**src/rtl/fetch_pkg.sv**
```systemverilog
// Shared types and constants for the instruction-fetch stage.
package fetch_pkg;

    typedef enum logic [1:0] {
        BOOT = 2'd0,
        RUN  = 2'd1,
        HALT = 2'd2
    } fetch_state_t;

    localparam logic [31:0] NOP_INSTR = 32'h0;
    localparam logic [5:0]  OPC_J     = 6'b000010;
    localparam logic [5:0]  OPC_JAL   = 6'b000011;
    localparam int          PC_INC    = 4;

endpackage

```
**src/rtl/fetch_imem.sv**
```systemverilog
// Instruction memory: combinational read, synchronous write, contents survive reset.
module fetch_imem #(
    parameter int DEPTH = 64,
    parameter int IDX_W = $clog2(DEPTH)
) (
    input  logic             clk,
    input  logic             we,
    input  logic [IDX_W-1:0] waddr,
    input  logic [31:0]      wdata,
    input  logic [IDX_W-1:0] raddr,
    output logic [31:0]      rdata
);

    logic [31:0] mem [DEPTH];

    // Read sees the pre-edge contents, so a same-cycle write returns the old word.
    assign rdata = mem[raddr];

    always_ff @(posedge clk) begin
        if (we && (int'(waddr) < DEPTH)) begin
            mem[waddr] <= wdata;
        end
    end

endmodule

```
**src/rtl/fetch_unit.sv**
```systemverilog
// MIPS-32 fetch stage: PC, BOOT/RUN/HALT control, fault detect and IF/ID register.
// Optional J/JAL predecode redirect is enabled with `define IF_JPREDICT_EN.
module fetch_unit
    import fetch_pkg::*;
#(
    parameter int                ADDR_W     = 32,
    parameter int                IMEM_DEPTH = 64,
    parameter logic [ADDR_W-1:0] RESET_PC   = '0
) (
    input  logic                          clk,
    input  logic                          rst_n,
    input  logic                          stall_i,
    input  logic                          redirect_i,
    input  logic [ADDR_W-1:0]             redirect_pc_i,
    input  logic                          imem_we_i,
    input  logic [$clog2(IMEM_DEPTH)-1:0] imem_waddr_i,
    input  logic [31:0]                   imem_wdata_i,
    output logic [31:0]                   instr_o,
    output logic [ADDR_W-1:0]             pc_o,
    output logic [ADDR_W-1:0]             pc_plus4_o,
    output logic                          valid_o,
    output logic                          fetch_err_o
);

    localparam int IDX_W = $clog2(IMEM_DEPTH);

    fetch_state_t      state_q, state_d;
    logic [ADDR_W-1:0] pc_q, pc_d;
    logic [31:0]       instr_q, instr_d;
    logic [ADDR_W-1:0] out_pc_q, out_pc_d;
    logic [ADDR_W-1:0] out_pc4_q, out_pc4_d;
    logic              valid_q, valid_d;
    logic              err_q, err_d;

    logic [31:0]       imem_rdata;
    logic [ADDR_W-1:0] pc_plus4;
    logic              fault;

    fetch_imem #(
        .DEPTH (IMEM_DEPTH),
        .IDX_W (IDX_W)
    ) u_imem (
        .clk   (clk),
        .we    (imem_we_i),
        .waddr (imem_waddr_i),
        .wdata (imem_wdata_i),
        .raddr (pc_q[IDX_W+1:2]),
        .rdata (imem_rdata)
    );

    assign pc_plus4 = pc_q + ADDR_W'(PC_INC);
    assign fault    = (pc_q[1:0] != 2'b00) ||
                      (pc_q[ADDR_W-1:2] >= (ADDR_W-2)'(IMEM_DEPTH));

    always_comb begin
        state_d   = state_q;
        pc_d      = pc_q;
        instr_d   = instr_q;
        out_pc_d  = out_pc_q;
        out_pc4_d = out_pc4_q;
        valid_d   = valid_q;
        err_d     = err_q;

        if (redirect_i) begin
            // Redirect kills the in-flight fetch and also recovers from HALT.
            pc_d      = redirect_pc_i;
            state_d   = RUN;
            instr_d   = NOP_INSTR;
            out_pc_d  = '0;
            out_pc4_d = '0;
            valid_d   = 1'b0;
            err_d     = 1'b0;
        end else if (!stall_i) begin
            instr_d   = NOP_INSTR;
            out_pc_d  = '0;
            out_pc4_d = '0;
            valid_d   = 1'b0;
            err_d     = 1'b0;
            case (state_q)
                BOOT: state_d = RUN;
                RUN: begin
                    out_pc_d  = pc_q;
                    out_pc4_d = pc_plus4;
                    valid_d   = 1'b1;
                    if (fault) begin
                        err_d   = 1'b1;
                        state_d = HALT;
                    end else begin
                        instr_d = imem_rdata;
                        pc_d    = pc_plus4;
`ifdef IF_JPREDICT_EN
                        if ((imem_rdata[31:26] == OPC_J) || (imem_rdata[31:26] == OPC_JAL)) begin
                            pc_d = {pc_plus4[ADDR_W-1:28], imem_rdata[25:0], 2'b00};
                        end
`endif
                    end
                end
                HALT: state_d = HALT;
                default: state_d = BOOT;
            endcase
        end
    end

    always_ff @(posedge clk) begin
        if (!rst_n) begin
            state_q   <= BOOT;
            pc_q      <= RESET_PC;
            instr_q   <= NOP_INSTR;
            out_pc_q  <= '0;
            out_pc4_q <= '0;
            valid_q   <= 1'b0;
            err_q     <= 1'b0;
        end else begin
            state_q   <= state_d;
            pc_q      <= pc_d;
            instr_q   <= instr_d;
            out_pc_q  <= out_pc_d;
            out_pc4_q <= out_pc4_d;
            valid_q   <= valid_d;
            err_q     <= err_d;
        end
    end

    assign instr_o     = instr_q;
    assign pc_o        = out_pc_q;
    assign pc_plus4_o  = out_pc4_q;
    assign valid_o     = valid_q;
    assign fetch_err_o = err_q;

endmodule

```
**config.mk**
```make
export PLATFORM = sky130hd
export DESIGN_NAME = fetch_unit
export DESIGN_NICKNAME = d
export VERILOG_FILES = /design/src/rtl/fetch_pkg.sv /design/src/rtl/fetch_imem.sv /design/src/rtl/fetch_unit.sv
export SDC_FILE = /design/constraint.sdc
export NUM_CORES = 2
export LEC_CHECK = 0
export CAP_MARGIN = 5
export CORE_ASPECT_RATIO = 0.8
export CORE_MARGIN = 4
export CORE_UTILIZATION = 30
export DETAILED_ROUTE_END_ITERATION = 12
export PLACE_DENSITY = 0.48
export RECOVER_POWER = 100
export SLEW_MARGIN = 20
export SYNTH_ARGS = -nofsm -noshare
export SYNTH_HDL_FRONTEND = slang
export SYNTH_HIERARCHICAL = 1
export SYNTH_SLANG_ARGS = --single-unit
```
**constraint.sdc**
```tcl
create_clock -name clk -period 6.33 [get_ports clk]
set_clock_uncertainty 0.05 [all_clocks]
set_input_delay 0.633 -clock clk [delete_from_list [all_inputs] [get_ports clk]]
set_output_delay 0.633 -clock clk [all_outputs]
set_load 0.01 [all_outputs]
```
==> results by group <==
Status
  • Status: finished, violations left
  • Failing checks: capacitance limit, slew limit

Worst setup path
  • CP arrival: 5.69 ns
  • CP endpoint kind: flop
  • Critical-path maximum fanout: 24
  • FF-to-FF setup slack: 1.31 ns
  • Reg2reg path depth: 7
  • R2R Path End: instr_o[29]$_SDFFE_PP0N_
  • RR Startpoint: state_q[1]$_SDFFE_PP0P_
  • CP Launch Type: flop
  • Critical Path Start: state_q[1]$_SDFFE_PP0P_
  • CP Class: reg -> reg
  • Crit path max-delay cell type: and4_1
  • CP peak stage delay: 1.68 ns
  • CP Cell Sequence: inv_1 -> ha_1 -> nor2b_1 -> and4_1 -> clkbuf_1 -> a32oi_1 -> nor2_1
  • CP endpoint: instr_o[29]$_SDFFE_PP0N_
  • Critical Path RT: 7.00 ns

Timing
  • Worst-Margin Slew: approximately 4.0 ns
  • Final setup viols: 0
  • Setup TNS: 0 ns
  • Tcrit/Tclk final: 79.3%
  • Worst Slack Setup Final: 1.31 ns
  • FMAX: 0.199 GHz
  • Final hold vios: 0
  • Worst slew margin: -169%
  • Minimum clock period after layout: 5.02 ns
  • Final Max Tran Viols: 3804
  • RSZ-0062 raised after global routing: no

Synth
  • Post-synth EDFFs: 2048
  • Synth Cell Area: about 0.083 mm2
  • Ys Warns: 6
  • Syn Area/Cell: approximately 21 um2
  • Synth cell types: 59
  • Top_reg_cell synth: edfxtp_1
  • Seq cells post-synth: 2178
  • Post-synth ARST share: 0%
  • Syn_nets: 3985
  • Cells after Synth: ~3900
  • Sequential element share of the synthesized area: 76.9%

GRT
  • Largest net degree at the start of global routing: 97
  • Most Crowded Layer GR: met1
  • M3 GR Usage: roughly 3.7%
  • First-pass GRT wire length: around 340000 um
  • Initial antenna violation count: 31
  • Grt total ovfl: 0
  • GRT Total Usage: 16.9%
  • Grt met2 use: 24.4%
  • GR Util met1: 26.1%
  • Vias in the first global route: 40900

Final layout
  • Most frequent cells in the layout: edfxtp_1, mux4_2, clkbuf_16
  • Fin nets: 4273
  • Area growth syn-to-layout: 15.1%
  • Filler cell count: 25600
  • Fin area: 0.0960 mm2
  • Share of layout cells above drive strength 1: 21.6%
  • Commonest non-fill, non-tap cell in the layout: edfxtp_1

Power
  • Logic gate share of total power: 7.0%
  • Psw: roughly 7 mW
  • Seq pwr share: 52.7%
  • VDD IR-drop max: 188 uV
  • Total power: roughly 30 mW
  • Int Power: 23.4 mW
  • Power Density: around 320 mW/mm2
  • Clock Power Share: 40.2%
  • Sw Ratio: approximately 23%
  • Static Leak: a little under 30 nW

Placement
  • Gpl congestion: ~0.79
  • Worst slack, placed: 1.99 ns
  • Dpl hpwl: around 140000 um
  • Post-DP Area: about 0.09 mm2
  • Port buffer count: 172

Detailed routing
  • Average routed wire per standard cell: 31.0 um
  • DR vias: between 40000 and 50000
  • First-pass detailed-route iteration total: 7
  • Routed Antenna Nets: 0
  • Vias per cell: approximately 5.2
  • WL final: 248000 um
  • Residual DRC: 0
  • Initial drt markers: around 5000

Clocking
  • Root buf cell: clkbuf_16
  • Max Buffers Root-to-Sink: 4
  • Post-CTS Setup Bufs: 0
  • CTS tree: yes
  • Clock latency on the worst-skew pair: 0.87 ns
  • Clock slew at reported path FFs: 0.06 ns
  • Total CTS buffers: 214
  • CTS resizes: 0
  • H-Tree Depth: 4
  • Clock Sink Count: roughly 2200
  • Hold-fix buffers, CTS: 0

Floorplan
  • Die Y: 480 um
  • Placeable Area: roughly 0.28 mm2
  • Num rows: 172
  • Initial Utilization: 30.2%
  • Die X: between 500 and 600 um
  • Top-level I/O count: 173
  • Die area: 0.286 mm2

Job
  • Max Cap Viol: 109

Min path
  • Min-delay worst type: in -> reg
-- final cells by class --
class / instances / area (um2) / area share [%]
repair buffers: 322 / 2500 / 2.60
multi-input cells: 1473 / 18200 / 19.0
diodes: 8 / 20.0 / 0.0209
flip-flops and latches: 2178 / 64100 / 66.8
well taps: 3654 / 4570 / 4.76
clock buffers: 279 / 5720 / 5.96
inverters: 5 / 18.8 / 0.0196
clock inverters: 101 / 786 / 0.819
-- how the worst min path moves through the flow --
stage,endpoint,from,slack (ns),cells past startpoint
global route,pc_plus4_o[9]$_SDFFE_PP0N_,stall_i,0.22,3
floorplan,state_q[1]$_SDFFE_PP0P_,state_q[1]$_SDFFE_PP0P_,0.38,2
finish,valid_o$_SDFFE_PP0N_,stall_i,0.24,3
CTS,pc_plus4_o[9]$_SDFFE_PP0N_,stall_i,0.17,3
detailed placement,pc_plus4_o[14]$_SDFFE_PP0N_,pc_plus4_o[14]$_SDFFE_PP0N_,0.40,2
global placement,pc_plus4_o[17]$_SDFFE_PP0N_,pc_plus4_o[17]$_SDFFE_PP0N_,0.39,2
-- stage by stage --
step / util (%) / std cells / hold slack, ns
final: 34.8 / 8020 / 0.242
after global routing: 34.8 / 8013 / 0.218
after CTS: 35.1 / 8010 / 0.174
after detailed placement: 32.7 / 7630 / 0.397
after global placement: 32.7 / 7629 / 0.394
after floorplan: - / 3906 / 0.385
-- worst max-delay path: cells and delay by family (launching register included) --
kind / cells / cell delay [ns]
AOI/OAI and AO/OA: 1 / 0.23
adders and majority gates: 1 / 0.23
buffers and inverters: 2 / 1.10
DFF: 1 / 0.31
and+or+nand+nor: 3 / 2.97
-- sequential cells by signal, summed over array words and instances, names as in the netlist --
register     count
state_q          2
valid_o          1
u_imem/mem    2048
pc_o            32
instr_o         32
pc_plus4_o      30
pc_q            32
fetch_err_o      1
-- cell usage after synthesis (5+ instances only) --
cell / count / area, um2
and4_1: 7 / 61.3
o221ai_1: 27 / 236
nand2_1: 65 / 244
nand3_1: 38 / 190
nor3_1: 17 / 85.1
and3_1: 8 / 50.1
nand3b_1: 5 / 37.5
o22ai_1: 84 / 526
buf_2: 69 / 345
buf_1: 30 / 113
nor2_1: 217 / 815
inv_1: 5 / 18.8
nor2b_1: 42 / 263
buf_4: 30 / 225
nand2b_1: 11 / 68.8
nor4_1: 11 / 68.8
mux4_2: 544 / 12300
xnor2_1: 7 / 61.3
mux2i_1: 120 / 1200
a31oi_1: 7 / 43.8
clkbuf_1: 114 / 428
o311ai_0: 5 / 43.8
edfxtp_1: 2048 / 61500
or4_1: 7 / 52.6
a311oi_1: 8 / 70.1
dfxtp_1: 130 / 2600
nand4_1: 11 / 68.8
o21ai_0: 17 / 85.1
a21oi_1: 70 / 350
a32oi_1: 32 / 280
o211ai_1: 9 / 67.6
a22oi_1: 48 / 360
buf_6: 5 / 56.3
-- cell families after synthesis --
kind of cell,count (synthesis),share of synthesized area (%)
AO/OA/AOI/OAI,327,2.69
adder cells (fa/ha/maj),4,0.0600
flip-flops,2178,76.9
XOR/XNOR,10,0.105
buffers and inverters,255,1.43
AND/OR/NAND/NOR,468,2.70
multiplexers,664,16.1
-- per-layer routing --
layer / wire (um) / up-vias / part of all wire (%)
met5: 30 / - / 0.012
met4: 5100 / 6 / 2.1
met3: 20500 / 313 / 8.2
met2: 107000 / 1652 / 43
met1: 116000 / 22900 / 47
li1: - / 17000 / -
-- power groups by stage --
stage / clock (mW) / combinational, mW / sequential [mW]
6_report: 12.2 / 2.13 / 16.0
5_1_grt: 13.1 / 2.25 / 16.0
4_1_cts: 12.5 / 2.17 / 15.9
3_5_place_dp: 0 / 2.17 / 16.2
3_3_place_gp: 0 / 2.16 / 16.2
2_1_floorplan: 0 / 1.13 / 16.2
Note: power is estimated with default switching activity, not from simulation.
